[src/rtl/alu_mdu_seq.sv]
// Registered RV32I base ALU plus iterative RV32M multiply/divide behind valid/ready handshakes.
// Define ALU_DIV_EN to build the iterative divider; otherwise DIV-class ops return 0 in one cycle.
module alu_mdu_seq #(
    parameter int unsigned DATAW = 32
) (
    input  logic             clock,
    input  logic             reset,
    input  logic             in_valid,
    output logic             in_ready,
    input  logic [4:0]       op,
    input  logic [DATAW-1:0] A,
    input  logic [DATAW-1:0] B,
    output logic             out_valid,
    input  logic             out_ready,
    output logic [DATAW-1:0] result,
    output logic             busy
);
    localparam int unsigned SHAMTW = $clog2(DATAW);
    localparam int unsigned CNTW   = SHAMTW;

    localparam logic [3:0] AluAdd  = 4'd0;
    localparam logic [3:0] AluSub  = 4'd1;
    localparam logic [3:0] AluSlt  = 4'd2;
    localparam logic [3:0] AluSltu = 4'd3;
    localparam logic [3:0] AluAnd  = 4'd4;
    localparam logic [3:0] AluOr   = 4'd5;
    localparam logic [3:0] AluXor  = 4'd6;
    localparam logic [3:0] AluSsl  = 4'd7;
    localparam logic [3:0] AluSsr  = 4'd8;
    localparam logic [3:0] AluSra  = 4'd9;
    localparam logic [3:0] AluCpy  = 4'd10;

    typedef enum logic [1:0] {StIdle, StMul, StDiv, StDone} state_e;

    state_e            state_q;
    logic              out_valid_q;
    logic [DATAW-1:0]  result_q;
    logic [CNTW-1:0]   cnt_q;
    // MUL: {acc_q, lo_q} is the product/multiplier shift pair, opnd_q the multiplicand.
    // DIV: acc_q is the partial remainder, lo_q dividend/quotient, opnd_q the divisor.
    logic [DATAW-1:0]  acc_q;
    logic [DATAW-1:0]  lo_q;
    logic [DATAW-1:0]  opnd_q;
    logic [1:0]        mop_q;
    logic              neg_q;
`ifdef ALU_DIV_EN
    logic              rneg_q;
    logic              dz_q;
`endif

    logic              accept;
    logic [SHAMTW-1:0] shamt;
    logic [DATAW-1:0]  base_res;
    logic              a_signed, b_signed, a_neg, b_neg;
    logic [DATAW-1:0]  a_mag, b_mag;
    logic [DATAW:0]    mul_sum;
    logic [2*DATAW-1:0] mul_prod_d, mul_fix;

    assign in_ready  = !reset && (state_q == StIdle) && (!out_valid_q || out_ready);
    assign accept    = in_valid && in_ready;
    assign out_valid = out_valid_q;
    assign result    = result_q;
    assign busy      = (state_q == StMul) || (state_q == StDiv);
    assign shamt     = B[SHAMTW-1:0];

    always_comb begin
        base_res = '0;
        case (op[3:0])
            AluAdd:  base_res = A + B;
            AluSub:  base_res = A - B;
            AluSlt:  base_res = {{(DATAW-1){1'b0}}, $signed(A) < $signed(B)};
            AluSltu: base_res = {{(DATAW-1){1'b0}}, A < B};
            AluAnd:  base_res = A & B;
            AluOr:   base_res = A | B;
            AluXor:  base_res = A ^ B;
            AluSsl:  base_res = A << shamt;
            AluSsr:  base_res = A >> shamt;
            AluSra:  base_res = $signed(A) >>> shamt;
            AluCpy:  base_res = B;
            default: base_res = '0;
        endcase
    end

    always_comb begin
        a_signed = 1'b0;
        b_signed = 1'b0;
        case (op[2:0])
            3'b000, 3'b001, 3'b100, 3'b110: begin
                a_signed = 1'b1;
                b_signed = 1'b1;
            end
            3'b010:  a_signed = 1'b1;
            default: ;
        endcase
    end

    assign a_neg = a_signed && A[DATAW-1];
    assign b_neg = b_signed && B[DATAW-1];
    assign a_mag = a_neg ? -A : A;
    assign b_mag = b_neg ? -B : B;

    // One shift-add step: conditionally add the multiplicand to the high half, then shift right.
    assign mul_sum    = {1'b0, acc_q} + (lo_q[0] ? {1'b0, opnd_q} : {(DATAW+1){1'b0}});
    assign mul_prod_d = {mul_sum, lo_q[DATAW-1:1]};
    assign mul_fix    = neg_q ? -mul_prod_d : mul_prod_d;

`ifdef ALU_DIV_EN
    logic [DATAW:0]   div_sh;
    logic             div_ge;
    logic [DATAW-1:0] div_rem_d, div_quo_d, div_q_fix, div_r_fix;

    // Restoring step. The most-negative / -1 overflow falls out of the magnitude arithmetic.
    assign div_sh    = {acc_q, lo_q[DATAW-1]};
    assign div_ge    = div_sh >= {1'b0, opnd_q};
    assign div_rem_d = div_ge ? div_sh[DATAW-1:0] - opnd_q : div_sh[DATAW-1:0];
    assign div_quo_d = {lo_q[DATAW-2:0], div_ge};
    assign div_q_fix = dz_q ? '1 : (neg_q ? -div_quo_d : div_quo_d);
    assign div_r_fix = rneg_q ? -div_rem_d : div_rem_d;
`endif

    always_ff @(posedge clock or posedge reset) begin
        if (reset) begin
            state_q     <= StIdle;
            out_valid_q <= 1'b0;
            result_q    <= '0;
            cnt_q       <= '0;
            acc_q       <= '0;
            lo_q        <= '0;
            opnd_q      <= '0;
            mop_q       <= '0;
            neg_q       <= 1'b0;
`ifdef ALU_DIV_EN
            rneg_q      <= 1'b0;
            dz_q        <= 1'b0;
`endif
        end else begin
            case (state_q)
                StIdle: begin
                    if (accept) begin
                        if (!op[4]) begin
                            result_q    <= base_res;
                            out_valid_q <= 1'b1;
                        end else if (!op[2]) begin
                            state_q     <= StMul;
                            out_valid_q <= 1'b0;
                            cnt_q       <= CNTW'(DATAW - 1);
                            acc_q       <= '0;
                            lo_q        <= b_mag;
                            opnd_q      <= a_mag;
                            mop_q       <= op[1:0];
                            neg_q       <= a_neg ^ b_neg;
                        end else begin
`ifdef ALU_DIV_EN
                            state_q     <= StDiv;
                            out_valid_q <= 1'b0;
                            cnt_q       <= CNTW'(DATAW - 1);
                            acc_q       <= '0;
                            lo_q        <= a_mag;
                            opnd_q      <= b_mag;
                            mop_q       <= op[1:0];
                            neg_q       <= a_neg ^ b_neg;
                            rneg_q      <= a_neg;
                            dz_q        <= (B == '0);
`else
                            result_q    <= '0;
                            out_valid_q <= 1'b1;
`endif
                        end
                    end else if (out_ready) begin
                        out_valid_q <= 1'b0;
                    end
                end
                StMul: begin
                    acc_q <= mul_prod_d[2*DATAW-1:DATAW];
                    lo_q  <= mul_prod_d[DATAW-1:0];
                    if (cnt_q == '0) begin
                        state_q     <= StDone;
                        out_valid_q <= 1'b1;
                        result_q    <= (mop_q == 2'b00) ? mul_fix[DATAW-1:0]
                                                        : mul_fix[2*DATAW-1:DATAW];
                    end else begin
                        cnt_q <= cnt_q - CNTW'(1);
                    end
                end
                StDiv: begin
`ifdef ALU_DIV_EN
                    acc_q <= div_rem_d;
                    lo_q  <= div_quo_d;
                    if (cnt_q == '0) begin
                        state_q     <= StDone;
                        out_valid_q <= 1'b1;
                        result_q    <= mop_q[1] ? div_r_fix : div_q_fix;
                    end else begin
                        cnt_q <= cnt_q - CNTW'(1);
                    end
`else
                    state_q <= StIdle;
`endif
                end
                StDone: begin
                    if (out_ready) begin
                        state_q     <= StIdle;
                        out_valid_q <= 1'b0;
                    end
                end
                default: state_q <= StIdle;
            endcase
        end
    end
endmodule

[config.mk]
export PLATFORM = sky130hd
export DESIGN_NAME = alu_mdu_seq
export DESIGN_NICKNAME = d
export VERILOG_FILES = /design/src/rtl/alu_mdu_seq.sv
export SDC_FILE = /design/constraint.sdc
export NUM_CORES = 1
export LEC_CHECK = 0
export CELL_PAD_IN_SITES_DETAIL_PLACEMENT = 0
export CELL_PAD_IN_SITES_GLOBAL_PLACEMENT = 1
export CORE_UTILIZATION = 40
export DETAILED_ROUTE_END_ITERATION = 8
export PLACE_DENSITY = 0.75
export SETUP_SLACK_MARGIN = 0.02
export SYNTH_ARGS = -nofsm -noshare
export SYNTH_HDL_FRONTEND = slang
export SYNTH_SLANG_ARGS = --single-unit
[constraint.sdc]
create_clock -name clock -period 5.6 [get_ports clock]
set_input_delay 1.12 -clock clock [delete_from_list [all_inputs] [get_ports clock]]
set_output_delay 1.12 -clock clock [all_outputs]
set_load 0.02 [all_outputs]
==> results.tsv, run 1 <==
stage	metric	value	unit
global_routing	first_global_vias	20800	
logic_synthesis	muxShareOfSynthArea	9.03	%
logic_synthesis	syn_inst	2716	
cts	clkSinkCount	139	
cts	cts_max_level	4	
floorplan	start_util	40.7	%
timing	fin_ws	0.446	ns
power	peakVddDrop	275	uV
cts	clk_latency	0.50	ns
global_routing	grt_max_degree	140	
placed_design	place_congestion	1.07	
logic_synthesis	synthTopCellsByArea	dfrtp_1 (17%), ha_1 (8.7%), o21ai_0 (7.0%)	
placed_design	portBuffers	107	
setup_path	endpoint	result[31]	
timing	rsz0062_at_grt	no	
setup_path	worstSetupPathType	reg2reg	
min_path	holdPathStages	2	
logic_synthesis	synthArstFlopShare	100	%
final_layout	layout_commonest_cell	o21ai_0	
final_layout	syn_to_final_growth	13.2	%
logic_synthesis	ys.flop_type	dfrtp_1	
final_layout	postLayoutCoreUtil	46.0	%
final_layout	nets	2957	
cts	path_clk_slew	0.06	ns
route	via_per_inst	6.57	
setup_path	rrSetupSlack	0.45	ns
logic_synthesis	synth_cell_types	94	
route	wl_per_cell	28.3	um
floorplan	fp.dieArea	50800	um^2
timing	finalHoldViolCount	0	
cts	hold_buffers	0	
placed_design	place_hpwl	75.8	mm
global_routing	overflow	0	
outcome	status	complete, no violations	
final_layout	drive_gt1_share	9.98	%
timing	maxSlewHeadroom	2.16	%
logic_synthesis	synth_top_family_by_area	compound AO/OA/AOI/OAI gates	
floorplan	fp.dieW	225	um
floorplan	core	49100	um^2
logic_synthesis	synth_top_area_share	17.4	%
logic_synthesis	synthesis.nets	2931	
global_routing	grt_util_all_layers	37.9	%
global_routing	antenna_found_initial	2	
cts	ctsResizeCount	0	
timing	fin_skew	0.0166	ns
route	dr.pass1.iters	6	
setup_path	required	6.03	ns
route	drc	0	
route	num_vias	22500	
min_path	hp-class	reg2reg	
setup_path	start_kind	register	
setup_path	timing.rr.start	lo_q[0]	
setup_path	crit_start	lo_q[0]	
timing	finalCriticalPeriod	5.15	ns
power	p_leak	9.22	nW
setup_path	rr_endpoint	result[31]	
route	drt_iter0_markers	2906	
logic_synthesis	yosys.area_share.simple	21.7	%
logic_synthesis	synth_compound_area_share	31.1	%
final_layout	final_cell_mix	o21ai_0 (281), nand2_1 (278), nor2_1 (278), a21oi_1 (229)	
timing	drv_slew	0	
route	detail-route-antenna-nets	0	
logic_synthesis	synth_area	20000	um^2
cts	cts_tree	built	
logic_synthesis	synthAdderAreaFrac	9.01	%
global_routing	grt_pass1_wl	141	mm
power	powerDensity	402	nW/um^2
run	maxCapViolations	0	
timing	fmax	194	MHz
timing	whs	0.472	ns
cts	clock_path_buffers	2	
logic_synthesis	yosysWarnings	0	
setup_path	cp_max_fo	15	
power	p_total	0.00908	W
logic_synthesis	avgSynthCellArea	7.35	um^2
setup_path	ff2ff_path_depth	12	
timing	period_share	92.0	%
floorplan	die_y	225	um
route	drt-total-wl	96.8	mm
placed_design	post-place-ws	0.218	ns
logic_synthesis	seq_area_frac_synth	17.4	%
logic_synthesis	ys_seq_elements	139	
timing	worst-slew-pin-transition	1.45	ns
logic_synthesis	synth-xor-area-share	5.22	%
logic_synthesis	synth_edf_count	0	
setup_path	crit_arrival	5.58	ns
logic_synthesis	synth_top_area_cell	dfrtp_1	
cts	clock-root-buffer	clkbuf_16	
cts	cts_buffers	17	
timing	finalSetupTns	0	ns
floorplan	fp-row-count	81	
timing	finalSetupViolCount	0	
setup_path	worst_setup_path_end_kind	register	
cts	cts_setup_buffers	0	
floorplan	pin_count	108	
==> registers in the layout (all words and copies together), names as in the netlist <==
signal,cells
acc_q,32
mop_q,2
neg_q,1
opnd_q,32
lo_q,32
out_valid,1
state_q,2
result,32
cnt_q,5
==> cell families (layout without fill, tap and decap cells) <==
family,after synthesis,after routing
flip-flops,139,139
other,0,1
adder cells (fa/ha/maj),142,142
AND/OR/NAND/NOR,912,912
XOR/XNOR,119,119
multiplexers,107,107
buffers and inverters,339,378
AO/OA/AOI/OAI,958,958
==> critical path: stages (launching register included) <==
cell and delay (ns):
dfrtp_1 0.65, and2_1 0.37, ha_1 0.42, a21oi_1 0.34
o21ai_0 0.30, a2111oi_2 0.58, o31a_1 0.26, xor2_1 0.62
nand4_2 0.35, nor4_2 0.36, mux2i_1 0.11, nor4_1 0.56
a211o_1 0.17
==> area by class of cell <==
cell class | count | area, um^2
fillers | 5099 | 26500
multi-input cells | 2238 | 15200
flip-flops and latches | 139 | 3480
repair buffers | 233 | 2030
well taps | 664 | 831
clock buffers | 19 | 443
inverters | 113 | 428
clock inverters | 13 | 140
diodes | 1 | 2.50
==> report_power, final <==
part           total, W  switching, W  internal, W
combinational   0.00596       0.00391      0.00205
sequential      0.00193      0.000477      0.00145
clock           0.00119      0.000525     0.000667
==> per-layer routing <==
layer / GRT usage, % / share of wire, % / vias to the layer above
li1: - / - / 10100
met1: 48.8 / 40 / 11000
met2: 58.6 / 45 / 1160
met3: 7.11 / 8.6 / 244
met4: 22.9 / 6.6 / 2
met5: 0 / 0.026 / -
==> how the worst min path moves through the flow <==
| stage | from | slack (ns) | endpoint |
|---|---|---|---|
| final | opnd_q[30] | 0.47 | opnd_q[30] |
| after global placement | opnd_q[19] | 0.46 | opnd_q[19] |
| after floorplan | opnd_q[0] | 0.44 | opnd_q[0] |
| after detailed placement | opnd_q[30] | 0.46 | opnd_q[30] |
| after global routing | opnd_q[24] | 0.49 | opnd_q[24] |
| after CTS | opnd_q[30] | 0.48 | opnd_q[30] |
==> stage by stage <==
stage          instances  cell area (um^2)
3_5_place_dp        3387             22000
3_3_place_gp        3387             22000
5_1_grt             3419             22600
4_1_cts             3419             22600
2_1_floorplan       2716             20000
6_report            3420             22600
==> cells in the mapped netlist (58+ instances only) <==
| library cell | count |
|---|---|
| o21ai_0 | 281 |
| a21oi_1 | 229 |
| nor2_1 | 279 |
| nand2_1 | 278 |
| xnor2_1 | 89 |
| dfrtp_1 | 139 |
| clkbuf_1 | 185 |
| nor3_1 | 59 |
| inv_1 | 112 |
| nand3_1 | 60 |
| ha_1 | 139 |
| mux4_2 | 58 |
(Power assumes the default switching activity.)
==> run 2: changes to the inputs <==
--- a/config.mk
+++ b/config.mk
@@ -7,6 +7,7 @@
 export LEC_CHECK = 0
 export CELL_PAD_IN_SITES_DETAIL_PLACEMENT = 0
 export CELL_PAD_IN_SITES_GLOBAL_PLACEMENT = 1
+export CORE_MARGIN = 2
 export CORE_UTILIZATION = 40
 export DETAILED_ROUTE_END_ITERATION = 8
 export PLACE_DENSITY = 0.75
==> constraint.sdc (replaced) <==
create_clock -name clock -period 5.6 [get_ports clock]
set_input_delay 1.12 -clock clock [delete_from_list [all_inputs] [get_ports clock]]
set_output_delay 1.12 -clock clock [all_outputs]
set_load 0.01 [all_outputs]
==> run 2 against run 1 <==
  * Hold slack improved by 0.00051 ns
  * Sequential cell count did not move
  * Non-clock buffer count rose by 5
  * Maximum frequency fell by 0.56%
  * Highest routed layer unchanged
==> results.tsv, run 2 (same netlist as run 1, synthesis figures left out) <==
stage	metric	value	unit
timing	worst-slew-pin-transition	1.03	ns
route	detail-route-antenna-nets	0	
power	p_comb_share	65.2	%
final_layout	fillerInstances	5074	
cts	cts_setup_buffers	0	
power	p_int	0.00423	W
power	swShare	53.5	%
timing	maxSlewHeadroom	29.3	%
setup_path	start_kind	register	
floorplan	die_y	227	um
min_path	hp-class	reg2reg	
power	p_clk_share	13.7	%
global_routing	first_global_vias	21200	
floorplan	start_util	40.7	%
final_layout	multi_input_area	15200	um^2
setup_path	timing.rr.start	lo_q[0]	
global_routing	overflow	0	
final_layout	layout_commonest_cell	o21ai_0	
cts	clock_path_buffers	2	
cts	clk_latency	0.48	ns
route	drt-total-wl	99.2	mm
global_routing	antenna_found_initial	3	
final_layout	final_cell_mix	o21ai_0 (281), nand2_1 (278), nor2_1 (278), a21oi_1 (229)	
placed_design	place_hpwl	78.6	mm
cts	ctsResizeCount	0	
global_routing	grt_pass1_wl	145	mm
cts	cts_max_level	4	
setup_path	crit_start	lo_q[0]	
timing	fmax	193	MHz
floorplan	fp.dieW	227	um
route	via_per_inst	6.62	
power	peakVddDrop	215	uV
cts	clkSinkCount	139	
timing	fin_skew	0.0167	ns
power	p_total	0.00910	W
placed_design	numPlacedInstances	3392	
route	drt_iter0_markers	3018	
timing	finalCriticalPeriod	5.18	ns
power	p_leak	9.26	nW
placed_design	portBuffers	107	
cts	clock-root-buffer	clkbuf_16	
timing	rsz0062_at_grt	no	
timing	finalSetupViolCount	0	
timing	finalSetupTns	0	ns
route	num_vias	22700	
floorplan	fp.dieArea	51700	um^2
timing	drv_slew	0	
cts	cts_buffers	17	
power	switchingPower	0.00487	W
power	seq_power_share	21.2	%
final_layout	final_cells	3426	
final_layout	drive_gt1_share	10.1	%
route	wl_per_cell	29.0	um
setup_path	worst_setup_path_end_kind	register	
setup_path	crit_arrival	5.61	ns
final_layout	syn_to_final_growth	13.4	%
floorplan	core	49100	um^2
setup_path	cp_max_fo	17	
final_layout	postLayoutCoreUtil	46.1	%
min_path	min-delay-start	opnd_q[18]	
final_layout	seq_area	3480	um^2
route	dr.pass1.iters	8	
route	drc	0	
timing	period_share	92.5	%
cts	hold_buffers	0	
outcome	status	complete, no violations	
setup_path	worstSetupPathType	reg2reg	
placed_design	place_congestion	1.04	
floorplan	pin_count	108	
cts	path_clk_slew	0.07	ns
cts	cts_tree	built	
final_layout	nets	2962	
run	maxCapViolations	0	
global_routing	grt_max_degree	140	
global_routing	grt_util_all_layers	38.4	%
timing	whs	0.472	ns
power	powerDensity	402	nW/um^2
setup_path	required	6.03	ns
floorplan	fp-row-count	81	
timing	finalHoldViolCount	0	
## run 2: cell type report
| class | count | share of cell area, % |
|---|---|---|
| inverter | 113 | 1.89 |
| multi-input combinational | 2238 | 67.3 |
| antenna | 2 | 0.0221 |
| tap | 664 | 3.67 |
| clock buffer | 20 | 2.02 |
| timing repair buffer | 238 | 9.02 |
| sequential | 139 | 15.4 |
| clock inverter | 12 | 0.713 |
## run 2: worst max-delay path: stages, from the launching register on
cell      delay, ns
dfrtp_1        0.37
buf_4          0.20
and2_1         0.18
ha_1           0.22
fa_1           0.45
xor2_1         0.25
nor3_2         0.35
o221ai_1       0.38
a2111o_1       0.53
nor3b_1        0.60
nor2b_1        0.35
nand3_1        0.12
nor2_1         0.18
o31ai_1        0.09
a21boi_0       0.58
o32a_1         0.27
## run 2: final timing paths
path	end	slack (ns)	cells after the start
worst max-delay path	result[20]	0.42	15
worst min-delay path	opnd_q[18]	0.47	2
worst max register to register	result[20]	0.42	15
worst min register to register	opnd_q[18]	0.47	2
max in group asynchronous	neg_q	3.66	3
min in group asynchronous	cnt_q[3]	1.25	3
## run 2: through the flow
| step | area, um^2 | worst slack [ns] |
|---|---|---|
| finish | 22600 | 0.417 |
| global route | 22600 | 0.125 |
| CTS | 22600 | 0.643 |
| detailed placement | 22000 | 0.389 |
| global placement | 22000 | 0.409 |
| floorplan | 20000 | 0.402 |
## run 2: per-layer routing
metal / vias to the layer above / part of all wire (%) / wire (um) / global-route usage (%)
met5: - / 0.012 / 12 / 0
met4: 2 / 7.3 / 7260 / 25.1
met3: 267 / 8.1 / 8080 / 5.76
met2: 1304 / 44 / 43900 / 59.8
met1: 11000 / 40 / 40000 / 49.5
li1: 10100 / - / - / -
## run 2: power by group through the flow
| stage | Sequential [W] | Clock (W) | Combinational, W |
|---|---|---|---|
| after floorplan | 0.00175 | 0 | 0.00373 |
| after global placement | 0.00191 | 0 | 0.00572 |
| after detailed placement | 0.00193 | 0 | 0.00577 |
| after CTS | 0.00192 | 0.00126 | 0.00580 |
| after global routing | 0.00198 | 0.00131 | 0.00636 |
| final | 0.00193 | 0.00124 | 0.00593 |
